<file path="config.mk">
export PLATFORM = sky130hd
export DESIGN_NAME = tpm_opstate_ctrl_flat
export DESIGN_NICKNAME = d
export VERILOG_FILES = /design/src/rtl/tpm_opstate_ctrl_if.sv /design/src/rtl/tpm_opstate_ctrl.sv /design/src/flat_wrapper.sv
export SDC_FILE = /design/constraint.sdc
export NUM_CORES = 1
export LEC_CHECK = 0
export BUFFER_PORTS_ARGS = -buffer_cell sky130_fd_sc_hd__clkbuf_2
export CORE_UTILIZATION = 35
export CTS_CLUSTER_SIZE = 24
export DETAILED_ROUTE_END_ITERATION = 7
export PLACE_DENSITY_LB_ADDON = 0.12
export SLEW_MARGIN = 20
export SYNTH_ARGS = -nofsm -noshare
export SYNTH_HDL_FRONTEND = slang
export SYNTH_SLANG_ARGS = --single-unit
</file>
<file path="constraint.sdc">
create_clock -name clock -period 2.6 [get_ports clock]
set_input_delay 0.52 -clock clock [delete_from_list [all_inputs] [get_ports clock]]
set_output_delay 0.52 -clock clock [all_outputs]
set_load 0.1 [all_outputs]
</file>
<file path="src/rtl/tpm_opstate_ctrl_if.sv">
// Command/response bus between the TPM command dispatcher (master) and the
// operational-state controller (slave).
interface tpm_opstate_ctrl_if;
  // A command transfers on a clock edge where cmd_valid and cmd_ready are both
  // high; the master holds cmd_* stable while cmd_valid waits for cmd_ready.
  // rsp_valid is a single-cycle pulse with no back-pressure, and rsp_rc holds
  // its value until the next pulse.
  logic        cmd_valid;
  logic        cmd_ready;
  logic [31:0] cmd_cc;
  logic [32:0] cmd_param;
  logic [31:0] auth_hierarchy;
  logic [7:0]  locality;
  logic        rsp_valid;
  logic [31:0] rsp_rc;

  modport master (
    output cmd_valid, cmd_cc, cmd_param, auth_hierarchy, locality,
    input  cmd_ready, rsp_valid, rsp_rc
  );

  modport slave (
    input  cmd_valid, cmd_cc, cmd_param, auth_hierarchy, locality,
    output cmd_ready, rsp_valid, rsp_rc
  );
endinterface

</file>
<file path="src/rtl/tpm_opstate_ctrl.sv">
// TPM lifecycle FSM and hierarchy-enable owner; resolves management commands
// locally and forwards everything else to the execution engine.
module tpm_opstate_ctrl #(
  parameter int unsigned NUM_TESTS     = 40,
  parameter int unsigned TEST_W        = 16,
  parameter int unsigned ST_TIMEOUT    = 1024,
  parameter logic [7:0]  PLAT_LOCALITY = 8'h01
) (
  input  logic              clock,
  input  logic              reset_n,
  tpm_opstate_ctrl_if.slave cmd,
  input  logic [15:0]       orderly_in,
  input  logic              nv_ph_enable_nv,
  input  logic              nv_sh_enable,
  input  logic              nv_eh_enable,
  input  logic              init_done,
  output logic              exec_start,
  input  logic              exec_done,
  input  logic [31:0]       exec_rc,
  input  logic              test_done,
  input  logic [TEST_W-1:0] tests_run,
  input  logic [TEST_W-1:0] tests_passed,
  input  logic [TEST_W-1:0] untested,
  output logic [2:0]        op_state,
  output logic [2:0]        startup_type,
  output logic              ph_enable,
  output logic              ph_enable_nv,
  output logic              sh_enable,
  output logic              eh_enable,
  output logic [15:0]       shutdown_save
);

  typedef enum logic [2:0] {
    S_POWER_OFF   = 3'd0,
    S_INIT        = 3'd1,
    S_STARTUP     = 3'd2,
    S_OPERATIONAL = 3'd3,
    S_SELF_TEST   = 3'd4,
    S_FAILURE     = 3'd5,
    S_SHUTDOWN    = 3'd6
  } state_t;

  localparam logic [31:0] CC_HIER_CTRL     = 32'h0000_0121;
  localparam logic [31:0] CC_INC_SELF_TEST = 32'h0000_0142;
  localparam logic [31:0] CC_SELF_TEST     = 32'h0000_0143;
  localparam logic [31:0] CC_STARTUP       = 32'h0000_0144;
  localparam logic [31:0] CC_SHUTDOWN      = 32'h0000_0145;
  localparam logic [31:0] CC_GET_CAP       = 32'h0000_017A;
  localparam logic [31:0] CC_GET_TEST_RES  = 32'h0000_017C;

  localparam logic [31:0] RC_SUCCESS    = 32'h0000_0000;
  localparam logic [31:0] RC_VALUE      = 32'h0000_0084;
  localparam logic [31:0] RC_INITIALIZE = 32'h0000_0100;
  localparam logic [31:0] RC_FAILURE    = 32'h0000_0101;
  localparam logic [31:0] RC_AUTH_TYPE  = 32'h0000_0124;
  localparam logic [31:0] RC_LOCALITY   = 32'h0000_0907;
  localparam logic [31:0] RC_TESTING    = 32'h0000_090A;

  localparam logic [31:0] RH_OWNER       = 32'h4000_0001;
  localparam logic [31:0] RH_ENDORSEMENT = 32'h4000_000B;
  localparam logic [31:0] RH_PLATFORM    = 32'h4000_000C;
  localparam logic [31:0] RH_PLATFORM_NV = 32'h4000_000D;

  localparam logic [2:0] SU_RESET   = 3'd1;
  localparam logic [2:0] SU_RESTART = 3'd2;
  localparam logic [2:0] SU_RESUME  = 3'd3;

  localparam int unsigned WD_W = $clog2(ST_TIMEOUT);

  state_t            state;
  logic              fwd_wait;
  logic              st_full;
  logic [WD_W-1:0]   wd_cnt;
  logic              accept;
  logic [15:0]       su;
  logic [31:0]       hc_target;
  logic              yes_no;
  logic              st_complete;

  assign op_state    = state;
  assign su          = cmd.cmd_param[15:0];
  assign hc_target   = cmd.cmd_param[32:1];
  assign yes_no      = cmd.cmd_param[0];
  assign st_complete = st_full ? (tests_passed == TEST_W'(NUM_TESTS)) : (untested == '0);

  assign cmd.cmd_ready = (state == S_INIT || state == S_OPERATIONAL || state == S_FAILURE)
                         && !fwd_wait && !cmd.rsp_valid;
  assign accept        = cmd.cmd_valid && cmd.cmd_ready;

  always_ff @(posedge clock or negedge reset_n) begin
    if (!reset_n) begin
      state         <= S_POWER_OFF;
      startup_type  <= 3'd0;
      ph_enable     <= 1'b0;
      ph_enable_nv  <= 1'b0;
      sh_enable     <= 1'b0;
      eh_enable     <= 1'b0;
      shutdown_save <= 16'd0;
      cmd.rsp_valid <= 1'b0;
      cmd.rsp_rc    <= 32'd0;
      exec_start    <= 1'b0;
      fwd_wait      <= 1'b0;
      st_full       <= 1'b0;
      wd_cnt        <= '0;
    end else begin
      cmd.rsp_valid <= 1'b0;
      exec_start    <= 1'b0;

      // The engine's done is only trusted once the start pulse has dropped.
      if (fwd_wait && !exec_start && exec_done) begin
        fwd_wait      <= 1'b0;
        cmd.rsp_valid <= 1'b1;
        cmd.rsp_rc    <= exec_rc;
      end

      case (state)
        S_POWER_OFF: state <= S_INIT;

        S_INIT: begin
          if (accept) begin
            if (cmd.cmd_cc != CC_STARTUP) begin
              cmd.rsp_valid <= 1'b1;
              cmd.rsp_rc    <= RC_INITIALIZE;
            end else if (su > 16'd1 || (su == 16'd1 && orderly_in != 16'd1)) begin
              cmd.rsp_valid <= 1'b1;
              cmd.rsp_rc    <= RC_VALUE;
            end else begin
              state     <= S_STARTUP;
              ph_enable <= 1'b1;
              if (orderly_in == 16'd1 && su == 16'd1) begin
                startup_type <= SU_RESUME;
                ph_enable_nv <= nv_ph_enable_nv;
                sh_enable    <= nv_sh_enable;
                eh_enable    <= nv_eh_enable;
              end else begin
                startup_type <= (orderly_in == 16'd1) ? SU_RESTART : SU_RESET;
                ph_enable_nv <= 1'b1;
                sh_enable    <= 1'b1;
                eh_enable    <= 1'b1;
              end
            end
          end
        end

        S_STARTUP: begin
          if (init_done) begin
            state         <= S_OPERATIONAL;
            startup_type  <= 3'd0;
            cmd.rsp_valid <= 1'b1;
            cmd.rsp_rc    <= RC_SUCCESS;
          end
        end

        S_OPERATIONAL: begin
          if (accept) begin
            if (cmd.cmd_cc == CC_SELF_TEST || cmd.cmd_cc == CC_INC_SELF_TEST) begin
              st_full    <= yes_no;
              exec_start <= 1'b1;
              wd_cnt     <= '0;
              state      <= S_SELF_TEST;
            end else if (cmd.cmd_cc == CC_SHUTDOWN) begin
              cmd.rsp_valid <= 1'b1;
              if (su > 16'd1) begin
                cmd.rsp_rc <= RC_VALUE;
              end else begin
                cmd.rsp_rc    <= RC_SUCCESS;
                shutdown_save <= su;
                state         <= S_SHUTDOWN;
              end
            end else if (cmd.cmd_cc == CC_HIER_CTRL) begin
              cmd.rsp_valid <= 1'b1;
              cmd.rsp_rc    <= RC_AUTH_TYPE;
              if (cmd.locality != PLAT_LOCALITY) begin
                cmd.rsp_rc <= RC_LOCALITY;
              end else if (cmd.auth_hierarchy == RH_PLATFORM) begin
                cmd.rsp_rc <= RC_SUCCESS;
                if (hc_target == RH_ENDORSEMENT)            eh_enable    <= yes_no;
                else if (hc_target == RH_OWNER)             sh_enable    <= yes_no;
                else if (hc_target == RH_PLATFORM_NV)       ph_enable_nv <= yes_no;
                else if (hc_target == RH_PLATFORM && !yes_no) ph_enable  <= 1'b0;
                else                                        cmd.rsp_rc   <= RC_VALUE;
              end else if (cmd.auth_hierarchy == RH_OWNER) begin
                if (hc_target == RH_OWNER && !yes_no) begin
                  sh_enable  <= 1'b0;
                  cmd.rsp_rc <= RC_SUCCESS;
                end
              end else if (cmd.auth_hierarchy == RH_ENDORSEMENT) begin
                if (hc_target == RH_ENDORSEMENT && !yes_no) begin
                  eh_enable  <= 1'b0;
                  cmd.rsp_rc <= RC_SUCCESS;
                end
              end
            end else begin
              exec_start <= 1'b1;
              fwd_wait   <= 1'b1;
            end
          end
        end

        S_SELF_TEST: begin
          // A test_done landing on the timeout cycle still takes priority.
          if (test_done) begin
            cmd.rsp_valid <= 1'b1;
            if (tests_passed != tests_run) begin
              state      <= S_FAILURE;
              cmd.rsp_rc <= RC_FAILURE;
            end else begin
              state      <= S_OPERATIONAL;
              cmd.rsp_rc <= st_complete ? exec_rc : RC_TESTING;
            end
          end else if (wd_cnt == WD_W'(ST_TIMEOUT - 1)) begin
            state         <= S_FAILURE;
            cmd.rsp_valid <= 1'b1;
            cmd.rsp_rc    <= RC_FAILURE;
          end else begin
            wd_cnt <= wd_cnt + 1'b1;
          end
        end

        S_FAILURE: begin
          if (accept) begin
            if (cmd.cmd_cc == CC_GET_TEST_RES || cmd.cmd_cc == CC_GET_CAP) begin
              exec_start <= 1'b1;
              fwd_wait   <= 1'b1;
            end else begin
              cmd.rsp_valid <= 1'b1;
              cmd.rsp_rc    <= RC_FAILURE;
            end
          end
        end

        S_SHUTDOWN: state <= S_INIT;

        default: state <= S_FAILURE;
      endcase
    end
  end

endmodule

</file>
<file path="src/flat_wrapper.sv">
// flat-port wrapper written by rule: the top's interface ports become plain ports
module tpm_opstate_ctrl_flat 
#(
  parameter int unsigned NUM_TESTS     = 40,
  parameter int unsigned TEST_W        = 16,
  parameter int unsigned ST_TIMEOUT    = 1024,
  parameter logic [7:0]  PLAT_LOCALITY = 8'h01
)
  (clock, reset_n, orderly_in, nv_ph_enable_nv, nv_sh_enable, nv_eh_enable, init_done, exec_start, exec_done, exec_rc, test_done, tests_run, tests_passed, untested, op_state, startup_type, ph_enable, ph_enable_nv, sh_enable, eh_enable, shutdown_save, cmd_cmd_valid, cmd_cmd_cc, cmd_cmd_param, cmd_auth_hierarchy, cmd_locality, cmd_cmd_ready, cmd_rsp_valid, cmd_rsp_rc);
  tpm_opstate_ctrl_if cmd_i ();
  input  logic clock;
  input  logic reset_n;
  input  logic [15:0] orderly_in;
  input  logic nv_ph_enable_nv;
  input  logic nv_sh_enable;
  input  logic nv_eh_enable;
  input  logic init_done;
  output logic exec_start;
  input  logic exec_done;
  input  logic [31:0] exec_rc;
  input  logic test_done;
  input  logic [TEST_W-1:0] tests_run;
  input  logic [TEST_W-1:0] tests_passed;
  input  logic [TEST_W-1:0] untested;
  output logic [2:0] op_state;
  output logic [2:0] startup_type;
  output logic ph_enable;
  output logic ph_enable_nv;
  output logic sh_enable;
  output logic eh_enable;
  output logic [15:0] shutdown_save;
  input wire logic [$bits(cmd_i.cmd_valid)-1:0] cmd_cmd_valid;
  input wire logic [$bits(cmd_i.cmd_cc)-1:0] cmd_cmd_cc;
  input wire logic [$bits(cmd_i.cmd_param)-1:0] cmd_cmd_param;
  input wire logic [$bits(cmd_i.auth_hierarchy)-1:0] cmd_auth_hierarchy;
  input wire logic [$bits(cmd_i.locality)-1:0] cmd_locality;
  output wire logic [$bits(cmd_i.cmd_ready)-1:0] cmd_cmd_ready;
  output wire logic [$bits(cmd_i.rsp_valid)-1:0] cmd_rsp_valid;
  output wire logic [$bits(cmd_i.rsp_rc)-1:0] cmd_rsp_rc;
  assign cmd_i.cmd_valid = cmd_cmd_valid;
  assign cmd_i.cmd_cc = cmd_cmd_cc;
  assign cmd_i.cmd_param = cmd_cmd_param;
  assign cmd_i.auth_hierarchy = cmd_auth_hierarchy;
  assign cmd_i.locality = cmd_locality;
  assign cmd_cmd_ready = cmd_i.cmd_ready;
  assign cmd_rsp_valid = cmd_i.rsp_valid;
  assign cmd_rsp_rc = cmd_i.rsp_rc;
  tpm_opstate_ctrl #(.NUM_TESTS(NUM_TESTS), .TEST_W(TEST_W), .ST_TIMEOUT(ST_TIMEOUT), .PLAT_LOCALITY(PLAT_LOCALITY)) u_core (.clock(clock), .reset_n(reset_n), .cmd(cmd_i), .orderly_in(orderly_in), .nv_ph_enable_nv(nv_ph_enable_nv), .nv_sh_enable(nv_sh_enable), .nv_eh_enable(nv_eh_enable), .init_done(init_done), .exec_start(exec_start), .exec_done(exec_done), .exec_rc(exec_rc), .test_done(test_done), .tests_run(tests_run), .tests_passed(tests_passed), .untested(untested), .op_state(op_state), .startup_type(startup_type), .ph_enable(ph_enable), .ph_enable_nv(ph_enable_nv), .sh_enable(sh_enable), .eh_enable(eh_enable), .shutdown_save(shutdown_save));
endmodule
</file>
==> impl_results.rst, run 1 <==
.. list-table::
   :header-rows: 1

   * - Metric
     - Value
   * - Layout fillers
     - 1175
   * - Worst relative slew slack
     - 62.4%
   * - Period utilization
     - 98.3%
   * - First-iteration detailed-routing DRC count
     - 302
   * - Post-Synthesis Net Count
     - 700
   * - Avg WL per Cell
     - 16.4 um
   * - Avg Synthesized Cell Area
     - 9.10 um2
   * - Fin Setup TNS
     - 0 ns
   * - Via count of the first global-routing pass
     - 5441
   * - Wire length reported by the detailed router
     - 16.5 mm
   * - Pin slew with the least headroom to its limit
     - 0.567 ns
   * - Via total after detailed routing
     - 5363
   * - Avg Vias per Cell
     - 5.32
   * - Max-slew violation total from the final report
     - 0
   * - Width of the chip
     - 115 um
   * - Post-synth top area cell
     - sky130_fd_sc_hd__dfrtp_1
   * - Outcome
     - complete, no violations
   * - Total die area
     - 13200 um2
   * - Wire length of the first global-routing pass
     - 26.3 mm
   * - Path type of the worst min-delay path
     - in2async
   * - Number of placement rows
     - 40
   * - CP required
     - 2.81 ns
   * - Number of warnings reported in the yosys synthesis log
     - 0
   * - Maximum ir drop on the vdd rail
     - 0.000825 V
   * - Cell count of the worst reg-to-reg path
     - 9
   * - Share of async-settable or async-resettable flops after synthesis
     - 100%
   * - Clock tree from TritonCTS
     - done
   * - Count of flip-flops with a built-in enable after synthesis
     - 0
   * - Sequential fraction of the synthesis area
     - 39.9%
   * - Clock tree buffer depth
     - 2
   * - Most frequent cell after synthesis
     - sky130_fd_sc_hd__dfrtp_1
   * - Total track usage
     - 25.6%
   * - DP Cell Count
     - 993
   * - Data arrival time of the critical path
     - 2.77 ns
   * - Post-detail-place hpwl
     - 13.6 mm
   * - Total clock buffers created by CTS
     - 9
   * - Router iterations before antenna repair
     - 5
   * - Ant diodes
     - 0
   * - Highest net fanout along the worst path
     - 6
   * - Placer's final routability congestion estimate
     - 0.961
   * - Primary FF master, synth
     - sky130_fd_sc_hd__dfrtp_1
   * - Hold violation total from the final report
     - 0
   * - Power density normalized to cell area
     - 901 nW/um2
   * - Number of H-tree levels
     - 3
   * - CP endpoint kind
     - flop
   * - Top cells by instance count after synthesis
     - 71 x sky130_fd_sc_hd__dfrtp_1, 39 x sky130_fd_sc_hd__nand2_1, 39 x sky130_fd_sc_hd__nor2_1
   * - Synthesized netlist cell count
     - 489
   * - Clock latency on the worst-skew pair
     - 0.33 ns
   * - Fin nets
     - 1047
   * - Total setup violations reported at the end of the flow
     - 0
   * - Area inside the core boundary
     - 12200 um2
   * - Count of input and output buffers
     - 269
   * - Synthesized cell area
     - 4450 um2
   * - Biggest area contributors in the synthesized netlist
     - sky130_fd_sc_hd__dfrtp_1 40%, sky130_fd_sc_hd__a22o_1 5.3%, sky130_fd_sc_hd__nor4_1 3.8%, sky130_fd_sc_hd__xnor2_1 3.3%, sky130_fd_sc_hd__nand2_1 3.3%
   * - Clock slew seen by the registers of the worst setup and hold paths
     - 0.06 ns
   * - Post-CTS setup repair buffer count
     - 0
   * - Fin crit period
     - 2.56 ns
   * - Nature of the critical path startpoint
     - flop
   * - Flip-flop and latch count after synthesis
     - 71
   * - Die height
     - 115 um
   * - Initial antenna violation count
     - 0
   * - PnR Total Power
     - 6.27 mW
   * - Fraction of final layout cells with drive strength greater than 1
     - 47.3%
   * - I/O pins
     - 271
   * - Startpoint-to-endpoint class of the critical path
     - reg2reg
   * - Lkg Pwr
     - 3.52 nW
   * - RSZ-0062 raised after global routing
     - no
   * - Clock Skews
     - 0.00875 ns
   * - Remaining DRCs
     - 0
   * - Total overflow reported by the global router
     - 0
   * - Number of max-cap violations
     - 0
   * - Clock root cell
     - sky130_fd_sc_hd__clkbuf_16
   * - Detail Route Antenna Nets
     - 0
   * - Fraction of synthesized cell area taken by the top area cell type
     - 39.9%
   * - Area growth from synthesis to layout
     - 56.3%
   * - Final Instance Count excl. Fillers
     - 1008
   * - Effective utilization at floorplan
     - 36.4%
   * - Upper clock frequency limit
     - 0.391 GHz
   * - Sinks on the clock net
     - 71
   * - Largest net degree at the start of global routing
     - 26
   * - Post-synthesis cell type count
     - 71
-- cell families after synthesis --
group / share of synthesized area [%]
simple gates: 29.5
compound gates: 20.5
flops: 39.9
buf+inv: 3.01
xor+xnor: 4.53
mux: 2.11
fa+ha+maj: 0.281
other cells: 0.0843
-- final cells by class --
cell class                 count  area [um2]  area share, %
sequential                    71        1790           25.7
clock buffer                   9         225           3.24
multi-input combinational    391        2610           37.4
timing repair buffer         354        2010           28.9
clock inverter                 6        86.3           1.24
inverter                       9        33.8          0.486
tap                          168         210           3.02
-- where the power goes --
group          internal (mW)  switching, mW
Clock                  0.832          0.467
Sequential              1.25         0.0872
Combinational           1.15           2.47
-- path summary, 6_finish.rpt --
path / slack [ns] / endpoint / from
setup reg to reg: 0.04 / u_core.cmd.rsp_rc[1] / u_core.op_state[2]
max in group asynchronous: 1.80 / u_core.shutdown_save[4] / reset_n
setup / recovery: 0.04 / u_core.cmd.rsp_rc[1] / u_core.op_state[2]
hold reg to reg: 0.48 / u_core.shutdown_save[0] / u_core.shutdown_save[0]
min in group clock: 0.40 / u_core.cmd.rsp_rc[11] / exec_rc[11]
hold / removal: 0.14 / u_core.cmd.rsp_rc[3] / reset_n
-- worst max-delay path: stages, from the launching register on --
cell and delay [ns]:
sky130_fd_sc_hd__dfrtp_4 0.47, sky130_fd_sc_hd__and2_4 0.19, sky130_fd_sc_hd__nor4b_4 0.25, sky130_fd_sc_hd__buf_4 0.21, sky130_fd_sc_hd__buf_4 0.16, sky130_fd_sc_hd__nand2_1 0.09
sky130_fd_sc_hd__a41oi_1 0.35, sky130_fd_sc_hd__and3_1 0.30, sky130_fd_sc_hd__a21oi_1 0.05, sky130_fd_sc_hd__or3b_1 0.37
-- through the flow --
stage	hold slack [ns]	area, um2	util [%]	worst slack [ns]
after floorplan	0.224	4500	-	-0.00967
after global placement	0.474	6620	54.2	-0.446
after detailed placement	0.476	6620	54.2	-0.389
after CTS	0.145	6930	56.8	0.0700
after global routing	0.156	6960	57.0	0.000477
final	0.139	6960	57.0	0.0443
-- state kept, by name, summed over array words and instances, names as in the netlist, 2 cells and up --
register	count
u_core.op_state	3
u_core.wd_cnt	10
u_core.cmd.rsp_rc	32
u_core.shutdown_save	16
u_core.startup_type	2
-- layout by cell type, fill, tap and decap left out, types with 4 or more instances in the layout --
| master | netlist | layout |
|---|---|---|
| sky130_fd_sc_hd__nand4_1 | 18 | 18 |
| sky130_fd_sc_hd__and4_1 | 4 | 4 |
| sky130_fd_sc_hd__mux2i_1 | 6 | 6 |
| sky130_fd_sc_hd__and3_1 | 5 | 5 |
| sky130_fd_sc_hd__inv_1 | 7 | 7 |
| sky130_fd_sc_hd__nand2_1 | 39 | 39 |
| sky130_fd_sc_hd__nor2_1 | 39 | 39 |
| sky130_fd_sc_hd__a21oi_1 | 16 | 16 |
| sky130_fd_sc_hd__clkbuf_2 | 0 | 268 |
| sky130_fd_sc_hd__o21ai_0 | 23 | 23 |
| sky130_fd_sc_hd__buf_4 | 1 | 83 |
| sky130_fd_sc_hd__o21ai_1 | 10 | 10 |
| sky130_fd_sc_hd__nor4b_1 | 7 | 7 |
| sky130_fd_sc_hd__or3_1 | 6 | 6 |
| sky130_fd_sc_hd__nor3_1 | 11 | 9 |
| sky130_fd_sc_hd__xor2_1 | 6 | 6 |
| sky130_fd_sc_hd__nand3_1 | 19 | 19 |
| sky130_fd_sc_hd__nor3_2 | 3 | 4 |
| sky130_fd_sc_hd__dfrtp_1 | 71 | 67 |
| sky130_fd_sc_hd__nor4_1 | 27 | 27 |
| sky130_fd_sc_hd__o31ai_1 | 6 | 5 |
| sky130_fd_sc_hd__or4_1 | 4 | 4 |
| sky130_fd_sc_hd__clkbuf_16 | 0 | 9 |
| sky130_fd_sc_hd__a31oi_1 | 6 | 5 |
| sky130_fd_sc_hd__nand2b_1 | 6 | 6 |
| sky130_fd_sc_hd__nor2b_1 | 19 | 19 |
| sky130_fd_sc_hd__a22o_1 | 27 | 27 |
| sky130_fd_sc_hd__xnor2_1 | 17 | 17 |
-- routing by layer --
metal | GRT usage, % | part of all wire, %
met1 | 33.0 | 43
met2 | 44.9 | 49
met3 | 5.11 | 6.9
met4 | 4.94 | 0.75
met5 | 0 | 0
-- timing repair --
item / in CTS / in global routing
hold endpoints to repair: 0 / 0
resized for setup: 1 / 3
pin swaps: 0 / 1
hold buffers: 0 / 0
endpoints found under the setup margin: 2 / 26
No activity file was read; power rests on OpenSTA's default activity.
==> inputs of run 2 (changes only) <==
CORE_ASPECT_RATIO = 0.75   (was default)
clock period = 2.1 ns   (was 2.6 ns; I/O delays follow)
==> impl_results.rst, run 2 (same netlist as run 1, synthesis figures left out) <==
.. list-table::
   :header-rows: 1

   * - Metric
     - Value
   * - Detail Route Antenna Nets
     - 0
   * - Total die area
     - 13200 um2
   * - Routed length on met3
     - 1.41 mm
   * - Critical R2R Launch
     - u_core.op_state[1]
   * - Clock latency on the worst-skew pair
     - 0.34 ns
   * - First-iteration detailed-routing DRC count
     - 324
   * - Violated checks
     - setup timing
   * - Total overflow reported by the global router
     - 0
   * - Fin nets
     - 1127
   * - Data arrival time of the critical path
     - 2.62 ns
   * - Path type of the worst min-delay path
     - in2async
   * - Most frequent standard cell in the layout excluding fill and tap cells
     - sky130_fd_sc_hd__clkbuf_2
   * - Area growth from synthesis to layout
     - 90.0%
   * - Ant diodes
     - 0
   * - CP endpoint kind
     - flop
   * - Period utilization
     - 114%
   * - Effective utilization at floorplan
     - 36.0%
   * - Final worst slack
     - -0.300 ns
   * - Met1 routed wirelength after detailed routing
     - 8.29 mm
   * - Avg WL per Cell
     - 17.6 um
   * - CP required
     - 2.32 ns
   * - Pin slew with the least headroom to its limit
     - 0.629 ns
   * - Reg2reg setup slack
     - -0.30 ns
   * - Avg Vias per Cell
     - 5.31
   * - Via count of the first global-routing pass
     - 5573
   * - Placer's final routability congestion estimate
     - 0.957
   * - Clock tree buffer depth
     - 2
   * - Clock root cell
     - sky130_fd_sc_hd__clkbuf_16
   * - Number of placement rows
     - 35
   * - Area inside the core boundary
     - 12300 um2
   * - Final core utilization
     - 68.5%
   * - Multi-input gate area
     - 3230 um2
   * - Clock Skews
     - 0.00882 ns
   * - Hold buffer count at CTS
     - 0
   * - Outcome
     - complete, but fails checks
   * - Layout fillers
     - 942
   * - Power density normalized to cell area
     - 1060 nW/um2
   * - Number of max-cap violations
     - 0
   * - Nature of the critical path startpoint
     - flop
   * - Post-detail-place hpwl
     - 14.7 mm
   * - Initial antenna violation count
     - 0
   * - Highest net fanout along the worst path
     - 6
   * - Fraction of final layout cells with drive strength greater than 1
     - 61.1%
   * - Max-slew violation total from the final report
     - 0
   * - Sequential cell area in the final layout
     - 1790 um2
   * - Count of input and output buffers
     - 269
   * - Total setup violations reported at the end of the flow
     - 65
   * - Sinks on the clock net
     - 71
   * - Cell count of the worst reg-to-reg path
     - 9
   * - PnR Total Power
     - 8.99 mW
   * - Largest net degree at the start of global routing
     - 26
   * - Clock slew seen by the registers of the worst setup and hold paths
     - 0.06 ns
   * - Router iterations before antenna repair
     - 5
   * - Upper clock frequency limit
     - 0.417 GHz
   * - Fin crit period
     - 2.40 ns
   * - Lkg Pwr
     - 4.20 nW
   * - Biggest registers after layout
     - u_core.cmd.rsp_rc x32, u_core.shutdown_save x16, u_core.wd_cnt x10
   * - Number of flip-flops under the largest register name
     - 32
   * - Startpoint-to-endpoint class of the critical path
     - reg2reg
   * - Wire length reported by the detailed router
     - 19.1 mm
   * - Die height
     - 99.7 um
   * - Critical register-to-register path endpoint
     - u_core.cmd.rsp_rc[9]
   * - Via total after detailed routing
     - 5772
   * - Total clock buffers created by CTS
     - 9
   * - Fin Setup TNS
     - -10.46 ns
   * - Largest register by flop count
     - u_core.cmd.rsp_rc
   * - Number of H-tree levels
     - 3
   * - Commonest cells after routing, fill and taps aside
     - 266 x sky130_fd_sc_hd__clkbuf_2, 124 x sky130_fd_sc_hd__buf_4, 66 x sky130_fd_sc_hd__dfrtp_1
   * - Remaining DRCs
     - 0
   * - Width of the chip
     - 132 um
   * - Maximum ir drop on the vdd rail
     - 0.000899 V
   * - Wire length of the first global-routing pass
     - 29.1 mm
   * - RSZ-0062 raised after global routing
     - yes
   * - Top Layer Used
     - met4
   * - Total track usage
     - 28.4%
   * - I/O pins
     - 271
   * - Clock tree from TritonCTS
     - done
   * - Worst relative slew slack
     - 58.1%
   * - Hold violation total from the final report
     - 0
   * - Total length of routed met2 wires
     - 9.12 mm
-- run 2: report_power, final --
part	switching, mW	internal [mW]
Sequential	0.102	1.55
Combinational	3.54	2.26
Clock	0.615	0.926
-- run 2: worst max-delay path, stage by stage (launching register included) --
cell and delay (ns):
sky130_fd_sc_hd__dfrtp_4 0.47, sky130_fd_sc_hd__and2_4 0.18, sky130_fd_sc_hd__nor4b_4 0.26, sky130_fd_sc_hd__buf_6 0.17, sky130_fd_sc_hd__o2111ai_4 0.12, sky130_fd_sc_hd__a211oi_4 0.31
sky130_fd_sc_hd__a21oi_2 0.09, sky130_fd_sc_hd__or2_4 0.32, sky130_fd_sc_hd__clkbuf_16 0.18, sky130_fd_sc_hd__a22o_1 0.20
-- run 2: timing repair --
action                                  4_1_cts  5_1_grt
resized for setup                            79       68
pin swaps                                    39       35
endpoints found under the setup margin       68       72
cloned                                        2        2
setup buffers                                14       17
-- run 2: stage by stage --
step,cell area [um2],hold slack (ns),setup WS [ns],std cells
finish,8460,0.0955,-0.300,1087
global route,8460,0.110,-0.360,1087
CTS,8000,0.0996,-0.325,1071
detailed placement,7170,0.463,-0.610,1040
global placement,7170,0.457,-0.590,1040
floorplan,4650,0.124,-0.445,489
-- run 2: how the worst max path moves through the flow --
stage,from,endpoint,slack [ns],cells after the start
3_5_place_dp,cmd_cmd_cc[4],u_core.cmd.rsp_rc[22],-0.61,10
2_1_floorplan,cmd_cmd_cc[18],u_core.cmd.rsp_rc[10],-0.44,9
5_1_grt,u_core.op_state[1],u_core.cmd.rsp_rc[20],-0.36,9
6_report,u_core.op_state[1],u_core.cmd.rsp_rc[9],-0.30,9
3_3_place_gp,cmd_cmd_cc[12],u_core.ph_enable,-0.59,9
4_1_cts,u_core.op_state[1],u_core.cmd.rsp_rc[10],-0.33,10
-- run 2: area by class of cell --
cell class / instances / area share [%]
multi-input cells: 391 / 38.3
flip-flops and latches: 71 / 21.2
clock buffers: 10 / 2.71
clock inverters: 6 / 0.799
well taps: 166 / 2.46
repair buffers: 434 / 34.2
inverters: 9 / 0.400
-- run 2: routing by layer --
layer,GRT usage [%],up-vias
met2,48.4,263
met1,37.0,2750
met5,0,-
li1,-,2736
met3,6.12,23
met4,6.81,0
==> inputs of run 3 (changes only) <==
--- a/config.mk
+++ b/config.mk
@@ -9,3 +9,3 @@
 export CORE_ASPECT_RATIO = 0.75
-export CORE_UTILIZATION = 35
+export CORE_UTILIZATION = 40
 export CTS_CLUSTER_SIZE = 24
==> constraint.sdc (replaced) <==
create_clock -name clock -period 2 [get_ports clock]
set_input_delay 0.1 -clock clock [delete_from_list [all_inputs] [get_ports clock]]
set_output_delay 0.1 -clock clock [all_outputs]
set_load 0.1 [all_outputs]
==> impl_results.rst, run 3 (same netlist as run 1, synthesis figures left out) <==
.. list-table::
   :header-rows: 1

   * - Metric
     - Value
   * - Outcome
     - complete, but fails checks
   * - Violated checks
     - setup timing
   * - Number of placement rows
     - 32
   * - Clock slew seen by the registers of the worst setup and hold paths
     - 0.06 ns
   * - Path type of the worst min-delay path
     - in2reg
   * - DP Cell Count
     - 998
   * - Total clock buffers created by CTS
     - 9
   * - Total track usage
     - 30.7%
   * - Via total after detailed routing
     - 5761
   * - Detail Route Antenna Nets
     - 0
   * - Max-slew violation total from the final report
     - 0
   * - Hold-critical path depth
     - 3
   * - Via count of the first global-routing pass
     - 5674
   * - CP endpoint kind
     - flop
   * - PnR Total Power
     - 9.75 mW
   * - Hold violation total from the final report
     - 0
   * - Path length in cells of the critical path
     - 9
   * - Most common cell on crit path
     - sky130_fd_sc_hd__buf_4
   * - Data arrival time of the critical path
     - 2.69 ns
   * - RSZ-0062 raised after global routing
     - yes
   * - Placement Setup Slack
     - -0.478 ns
   * - Number of H-tree levels
     - 3
   * - GR met1 Demand/Resource
     - 39.3%
   * - Nature of the critical path startpoint
     - flop
   * - Startpoint-to-endpoint class of the critical path
     - reg2reg
   * - Fin nets
     - 1127
   * - Effective utilization at floorplan
     - 42.3%
   * - Fraction of final layout cells with drive strength greater than 1
     - 55.4%
   * - Final worst slack
     - -0.409 ns
   * - I/O pins
     - 271
   * - Initial antenna violation count
     - 0
   * - Clock tree buffer depth
     - 2
   * - Clock root cell
     - sky130_fd_sc_hd__clkbuf_16
   * - CP required
     - 2.28 ns
   * - Area inside the core boundary
     - 10500 um2
   * - Count of input and output buffers
     - 269
   * - Commonest cells after routing, fill and taps aside
     - 267 x sky130_fd_sc_hd__clkbuf_2, 120 x sky130_fd_sc_hd__buf_4, 67 x sky130_fd_sc_hd__dfrtp_1
   * - First-iteration detailed-routing DRC count
     - 411
   * - Critical path buffer and inverter count
     - 4
   * - Pin slew with the least headroom to its limit
     - 0.610 ns
   * - Cell breakdown of the critical path
     - buf_6 -> or4_4 -> a31oi_4 -> a311oi_2 -> buf_4 -> buf_4 -> a21oi_4 -> clkbuf_16 -> a22o_1
   * - Worst hold margin
     - 0.00582 ns
   * - Wire length reported by the detailed router
     - 17.9 mm
   * - Cell type group with the largest total delay on the critical path
     - buffers and inverters
   * - Maximum cell stage delay along the critical path
     - 0.55 ns
   * - Worst relative slew slack
     - 58.9%
   * - Period utilization
     - 120%
   * - Biggest registers after layout
     - u_core.cmd.rsp_rc x32, u_core.shutdown_save x16, u_core.wd_cnt x10
   * - Clock tree from TritonCTS
     - done
   * - Largest net degree at the start of global routing
     - 55
   * - Highest net fanout along the worst path
     - 20
   * - Width of the chip
     - 124 um
   * - Area growth from synthesis to layout
     - 81.6%
   * - Router iterations before antenna repair
     - 5
   * - Met3 routing resource usage after global routing
     - 7.32%
   * - Final Instance Count excl. Fillers
     - 1057
   * - Post-detail-place hpwl
     - 13.6 mm
   * - Cell with the biggest individual delay on the critical path
     - sky130_fd_sc_hd__or4_4
   * - Upper clock frequency limit
     - 0.415 GHz
   * - Die height
     - 93.4 um
   * - Remaining DRCs
     - 0
   * - Number of flip-flops under the largest register name
     - 32
   * - Global Route met2 Usage
     - 50.9%
   * - Routing layer with the top usage in global route
     - met2
   * - Clock Skews
     - 0.0111 ns
   * - Power density normalized to cell area
     - 1210 nW/um2
   * - Most frequent standard cell in the layout excluding fill and tap cells
     - sky130_fd_sc_hd__clkbuf_2
   * - Clock latency on the worst-skew pair
     - 0.34 ns
   * - Lkg Pwr
     - 4.04 nW
   * - Sinks on the clock net
     - 71
   * - Avg WL per Cell
     - 16.9 um
   * - Layout fillers
     - 735
   * - Maximum ir drop on the vdd rail
     - 0.00128 V
   * - Number of max-cap violations
     - 0
   * - Wire length of the first global-routing pass
     - 27.2 mm
   * - Largest register by flop count
     - u_core.cmd.rsp_rc
   * - Avg Vias per Cell
     - 5.45
   * - Cell count of the worst reg-to-reg path
     - 9
   * - Total die area
     - 11600 um2
   * - Placer's final routability congestion estimate
     - 1.00
   * - Total setup violations reported at the end of the flow
     - 70
   * - Fin crit period
     - 2.41 ns
   * - Total overflow reported by the global router
     - 0
   * - Ant diodes
     - 0
-- run 3: metal layers --
metal | vias to the layer above | part of all wire, %
met3 | 30 | 7.9
li1 | 2731 | -
met4 | 0 | 1.9
met1 | 2714 | 42
met5 | - | 0
met2 | 286 | 48
-- run 3: path summary, 6_finish.rpt --
kind / slack (ns) / from / end
max: -0.41 / u_core.op_state[1] / u_core.cmd.rsp_rc[30]
min: 0.006 / exec_rc[11] / u_core.cmd.rsp_rc[11]
max reg2reg: -0.41 / u_core.op_state[1] / u_core.cmd.rsp_rc[30]
min reg2reg: 0.48 / u_core.shutdown_save[0] / u_core.shutdown_save[0]
max in group asynchronous: 1.05 / reset_n / u_core.op_state[0]
min in group asynchronous: 0.25 / reset_n / u_core.shutdown_save[3]
-- run 3: timing repair --
action / 4_1_cts / 5_1_grt
setup endpoints to repair: 68 / 70
cloned: 0 / 3
gates resized for setup: 71 / 18
setup buffers: 13 / 10
endpoints found under the hold margin: 35 / 2
hold buffers: 19 / 2
pin swaps: 23 / 18
-- run 3: power by group --
group	switching, mW	total, mW	internal [mW]
registers	0.120	1.75	1.63
logic	3.75	6.38	2.63
clock network	0.648	1.62	0.972
-- run 3: stage by stage --
step | area [um2] | utilization [%] | TNS, ns
final | 8080 | 76.8 | -19.92
after global routing | 8080 | 76.8 | -23.50
after CTS | 7840 | 74.5 | -13.75
after detailed placement | 6960 | 66.1 | -19.48
after global placement | 6960 | 66.1 | -18.47
after floorplan | 4600 | - | -21.00
-- run 3: layout make-up --
| cell class | count | area (um2) | share of cell area (%) |
|---|---|---|---|
| Timing Repair Buffer | 434 | 2820 | 34.9 |
| Inverter | 9 | 33.8 | 0.418 |
| Clock inverter | 6 | 70.1 | 0.867 |
| Sequential cell | 71 | 1790 | 22.1 |
| Tap cell | 136 | 170 | 2.11 |
| Multi-Input combinational cell | 391 | 2970 | 36.8 |
| Clock buffer | 10 | 229 | 2.83 |
-- run 3: worst register-to-register path, cell delays in order, from the launching register on --
cell and delay (ns):
sky130_fd_sc_hd__dfrtp_4 0.48, sky130_fd_sc_hd__buf_6 0.18, sky130_fd_sc_hd__or4_4 0.55, sky130_fd_sc_hd__a31oi_4 0.21, sky130_fd_sc_hd__a311oi_2 0.10, sky130_fd_sc_hd__buf_4 0.16, sky130_fd_sc_hd__buf_4 0.13, sky130_fd_sc_hd__a21oi_4 0.20
sky130_fd_sc_hd__clkbuf_16 0.20, sky130_fd_sc_hd__a22o_1 0.13
